===== src/rtl/oam_dma_ctrl.sv =====
`default_nettype none
// ============================================================================
//  Module      : oam_dma_ctrl
//  Description : FF46 OAM DMA controller. A CPU write to FF46 selects a source
//                page; after a one-cycle START phase the block walks 160
//                bytes ({SRCM, 00..9F}) with one OAM write strobe per cycle.
//                Source pages E0-FF mirror C0-DF.
//  Revision    : 1.0 - initial release
// ============================================================================
module oam_dma_ctrl (
  input  logic        clk,
  input  logic        nreset,
  input  logic        reg_wr,
  input  logic        reg_rd,
  input  logic [7:0]  d,
  output logic [7:0]  q,
  output logic        dma_run,
  output logic [15:0] dma_a,
  output logic        vram_to_oam,
  output logic        oam_addr_ndma,
  output logic        oam_wr,
  output logic        dma_done
);

  typedef enum logic [1:0] {
    ST_IDLE  = 2'd0,
    ST_START = 2'd1,
    ST_RUN   = 2'd2
  } state_t;

  localparam logic [7:0] c_LAST_BYTE = 8'd159;
  localparam logic [7:0] c_VRAM_LO   = 8'h80;
  localparam logic [7:0] c_VRAM_HI   = 8'h9F;

  state_t      state_q, state_d;
  logic [7:0]  cnt_q,   cnt_d;
  logic [7:0]  src_q,   src_d;
  logic [7:0]  rsrc_q,  rsrc_d;
  logic        run_q,   run_d;
  logic        wr_q,    wr_d;
  logic        v2o_q,   v2o_d;
  logic [15:0] addr_q,  addr_d;
  logic [7:0]  w_srcm_d;

  // Echo-RAM pages E0-FF fold onto C0-DF by clearing bit 5.
  function automatic logic [7:0] mirror(input logic [7:0] s);
    return (s[7:5] == 3'b111) ? (s & 8'hDF) : s;
  endfunction

  // Next-state and next-output computation for the transfer sequencer.
  always_comb begin
    state_d = state_q;
    cnt_d   = cnt_q;
    src_d   = reg_wr ? d : src_q;
    // Every write starts (or restarts) a transfer, so the run source follows it.
    rsrc_d  = reg_wr ? d : rsrc_q;

    case (state_q)
      ST_IDLE: begin
        if (reg_wr) state_d = ST_START;
      end
      ST_START: begin
        if (!reg_wr) begin
          state_d = ST_RUN;
          cnt_d   = 8'd0;
        end
      end
      ST_RUN: begin
        if (reg_wr) begin
          state_d = ST_START;
        end else if (cnt_q == c_LAST_BYTE) begin
          state_d = ST_IDLE;
          cnt_d   = 8'd0;
        end else begin
          cnt_d = cnt_q + 8'd1;
        end
      end
      default: begin
        state_d = ST_IDLE;
        cnt_d   = 8'd0;
      end
    endcase

    w_srcm_d = mirror(rsrc_d);
    // START keeps the previous run flag: low on a first start, high on a restart.
    run_d    = (state_d == ST_RUN) ? 1'b1 :
               (state_d == ST_IDLE) ? 1'b0 : run_q;
    wr_d     = (state_d == ST_RUN);
    // The address only advances in RUN; START and IDLE hold the last byte address.
    addr_d   = (state_d == ST_RUN) ? {w_srcm_d, cnt_d} : addr_q;
    v2o_d    = run_d && (w_srcm_d >= c_VRAM_LO) && (w_srcm_d <= c_VRAM_HI);
  end

  // State and registered outputs, cleared asynchronously by nreset.
  always_ff @(posedge clk or negedge nreset) begin
    if (!nreset) begin
      state_q <= ST_IDLE;
      cnt_q   <= 8'd0;
      src_q   <= 8'h00;
      rsrc_q  <= 8'h00;
      run_q   <= 1'b0;
      wr_q    <= 1'b0;
      v2o_q   <= 1'b0;
      addr_q  <= 16'h0000;
    end else begin
      state_q <= state_d;
      cnt_q   <= cnt_d;
      src_q   <= src_d;
      rsrc_q  <= rsrc_d;
      run_q   <= run_d;
      wr_q    <= wr_d;
      v2o_q   <= v2o_d;
      addr_q  <= addr_d;
    end
  end

  // Readback shows the stored value, so a same-cycle write is visible next cycle.
  assign q             = reg_rd ? src_q : 8'h00;
  assign dma_run       = run_q;
  assign oam_addr_ndma = ~run_q;
  assign oam_wr        = wr_q;
  assign dma_a         = addr_q;
  assign vram_to_oam   = v2o_q;
  // Done depends on the write strobe of the closing edge, so it cannot be registered.
  assign dma_done      = (state_q == ST_RUN) && (cnt_q == c_LAST_BYTE) && !reg_wr;

endmodule
`default_nettype wire

===== config.mk =====
export PLATFORM = sky130hd
export DESIGN_NAME = oam_dma_ctrl
export DESIGN_NICKNAME = d
export VERILOG_FILES = /design/src/rtl/oam_dma_ctrl.sv
export SDC_FILE = /design/constraint.sdc
export NUM_CORES = 1
export LEC_CHECK = 0
export CORE_MARGIN = 2
export CORE_UTILIZATION = 54
export CTS_CLUSTER_DIAMETER = 50
export DETAILED_ROUTE_END_ITERATION = 7
export HOLD_SLACK_MARGIN = 0.06
export PLACE_DENSITY = 0.84
export RECOVER_POWER = 100
export SETUP_SLACK_MARGIN = 0.2
export SYNTH_ARGS = -nofsm -noshare
export SYNTH_HDL_FRONTEND = slang
export SYNTH_SLANG_ARGS = --single-unit

===== constraint.sdc =====
create_clock -name clk -period 5.2 [get_ports clk]
set_input_delay 1.04 -clock clk [delete_from_list [all_inputs] [get_ports clk]]
set_output_delay 1.04 -clock clk [all_outputs]
set_load 0.02 [all_outputs]

==> results.cfg <==
[run_status]
status = finished, violations left
failed_checks = max-capacitance violations, max-slew violations

[placed_design]
io_buffer_count = 40
place_congestion = 1.008
place.detailed.hpwl_microns = 2626

[clock_tree]
hold_buffers = 0
cts_resized = 0
tritoncts = built
clk_latency_ns = 0.30
clk_pin_slew_ns = 0.08
htree_levels = 2
cts_root_buf = clkbuf_8
postCtsSetupBuffers = 0
clkSinkCount = 45
clk_path_buf_depth = 2
numCtsBuffers = 5

[floorplanning]
ioPinCount = 41
die_w_microns = 64.98
die-area_sq_um = 4222
die_h_microns = 64.98
row_count = 22
start_util = 0.5569
core_sq_um = 3606

[sta]
max_freq_mhz = 231.9
final-hold-violation-count = 0
slew_headroom = -0.5196
fin_worst_skew_ns = 0.003672
fin_crit_sh = 0.8293
setup_viol = 0
min_period_ns = 4.312
grt_setup_unrepaired = no
worst_pin_slew_ns = 2.279
fin_tns_setup_ns = 0
slew_violations = 46

[yosys]
ys_ff_latch = 45
yosysTopAreaCellShare = 0.5607
yosys.area.top_type = dfrtp_1
synth_fp_nets = 201
ys_warn_count = 0
synth_top_flop_cell = dfrtp_1
async_flop_share = 1.000
seq_area_frac_synth = 0.5607
ys_top_cells_by_area = dfrtp_1 56%, o21ai_0 6.7%, mux2_4 6.0%, nand2_1 3.9%, inv_1 3.7%
synth.distinct_cells = 43
syn_area_sq_um = 2008
synth_cells = 188
syn_avg_cell_area_sq_um = 10.68
synth_edf_count = 0

[grt]
first_global_vias = 1348
gr-total-overflow = 0
antenna_found_initial = 0
grt_max_degree = 46
grt_pass1_wl_microns = 6458
grt_util_all_layers = 0.2043

[min_path]
worstHoldEndpoint = dma_a[1]
holdPathStages = 1
hold_class = flip-flop to flip-flop
hp-start = dma_a[1]

[final_layout]
diodes = 0
final_common_cell = dfrtp_1
layout-drive-gt1-share = 0.04367
area_growth_pct = 22.74
fin_nets = 241
layout_common_cells = 45 x dfrtp_1, 28 x o21ai_0, 28 x dlygate4sd3_1
postLayoutCoreUtil = 0.6836

[worst_setup_path]
critical_path.max_stage_delay_ns = 0.79
worstPathArrival_ns = 3.27
cp-end-kind = output pin
critPathBufInv = 3
r2r-start = state_q[1]
cp_cell_sequence = clkdlybuf4s50_1 > clkbuf_1 > nor2_1 > nand2_1 > nor2_1 > clkdlybuf4s50_1
r2r_end = dma_a[10]
crit_path_start = reg_wr
rrSetupSlack_ns = 2.61
crit_family = buffers and inverters
critPathKind = primary input to output pin
worstPathRequired_ns = 4.16
cp-start-kind = primary input
rr_worst_depth = 4
cp_max_fo = 32
crit_slowest_cell = clkbuf_1

[routing]
wirelength_microns = 3787
first_pass_iters = 4
drc = 0
viasPerCell = 5.238
vias = 1451
ant_nets = 0
first_iter_violations = 68
avgRoutedWirePerCell_microns = 13.67

[pwr]
power_density_nw_per_um2 = 322.3
ir_worst_vdd_uv = 185.3
p_leak_uw = 0.001160

[run]
drv_cap = 1
## where the power goes
part | internal, uW | switching [uW]
registers | 389 | 23.2
clock network | 95.3 | 120
logic | 73.0 | 94.3
total | 557 | 237
## layout make-up
type / instances / area (sq um)
repair buffers: 41 / 397.9
inverters: 21 / 78.83
fillers: 289 / 1141
well taps: 48 / 60.06
clock buffers: 5 / 68.82
multi-input cells: 114 / 711.9
clock inverters: 3 / 21.27
flip-flops and latches: 45 / 1126
## per-layer routing
layer | up-vias | track usage | share of wire
met2 | 53 | 0.2938 | 0.45
met3 | 6 | 0.04688 | 0.054
li1 | 720 | - | -
met1 | 672 | 0.3042 | 0.48
met5 | - | 0 | 0
met4 | 0 | 0.07181 | 0.016
## cell families (layout without fill, tap and decap cells)
group,after synthesis,in the layout,synth area share
fa+ha+maj,1,1,0.006230
compound gates,45,45,0.1390
flops,45,45,0.5607
xor+xnor,1,1,0.004362
mux,12,12,0.08162
buf+inv,29,70,0.06168
simple gates,55,55,0.1464
## cells in the mapped netlist (2+ instances only)
cell type and number:
dfrtp_1 45, o21ai_0 27, nand2_1 21, inv_1 20, and2_1 9, mux2_4 8
nor2_1 7, clkbuf_1 6, a41oi_1 3, mux2_1 3, a31oi_1 2, buf_6 2
nand2b_1 2, nand3_1 2, nor3_1 2, o21ai_1 2
## state kept, by name (all words and copies together) (netlist names)
| signal | flops |
|---|---|
| cnt_q | 8 |
| dma_a | 16 |
| dma_run | 1 |
| oam_wr | 1 |
| rsrc_q | 8 |
| src_q | 8 |
| state_q | 2 |
| vram_to_oam | 1 |
## worst reg2reg max path: stages (launching register included)
cell     delay [ns]
dfrtp_1        0.64
nor3b_1        0.71
a21oi_1        0.30
inv_1          0.45
mux2_1         0.39
## through the flow
step                std cells  hold slack, ns  area (sq um)  total power [uW]  setup WS (ns)
floorplan                 188          0.4911          2008             526.0          2.538
global route              277          0.5057          2465             834.0         0.7580
CTS                       277          0.4964          2516             832.2          1.423
finish                    277          0.4860          2465             794.4         0.8878
detailed placement        269          0.4774          2426             618.7          1.411
global placement          269          0.4711          2426             614.5          1.449
## worst max path at each step
stage          endpoint  slack (ns)  cells after the start
3_5_place_dp   dma_done        1.41                      6
5_1_grt        dma_done        0.76                      6
6_report       dma_done        0.89                      6
2_1_floorplan  dma_done        2.54                      3
3_3_place_gp   dma_done        1.45                      6
4_1_cts        dma_done        1.42                      6
Power figures use the tool's default switching activity.
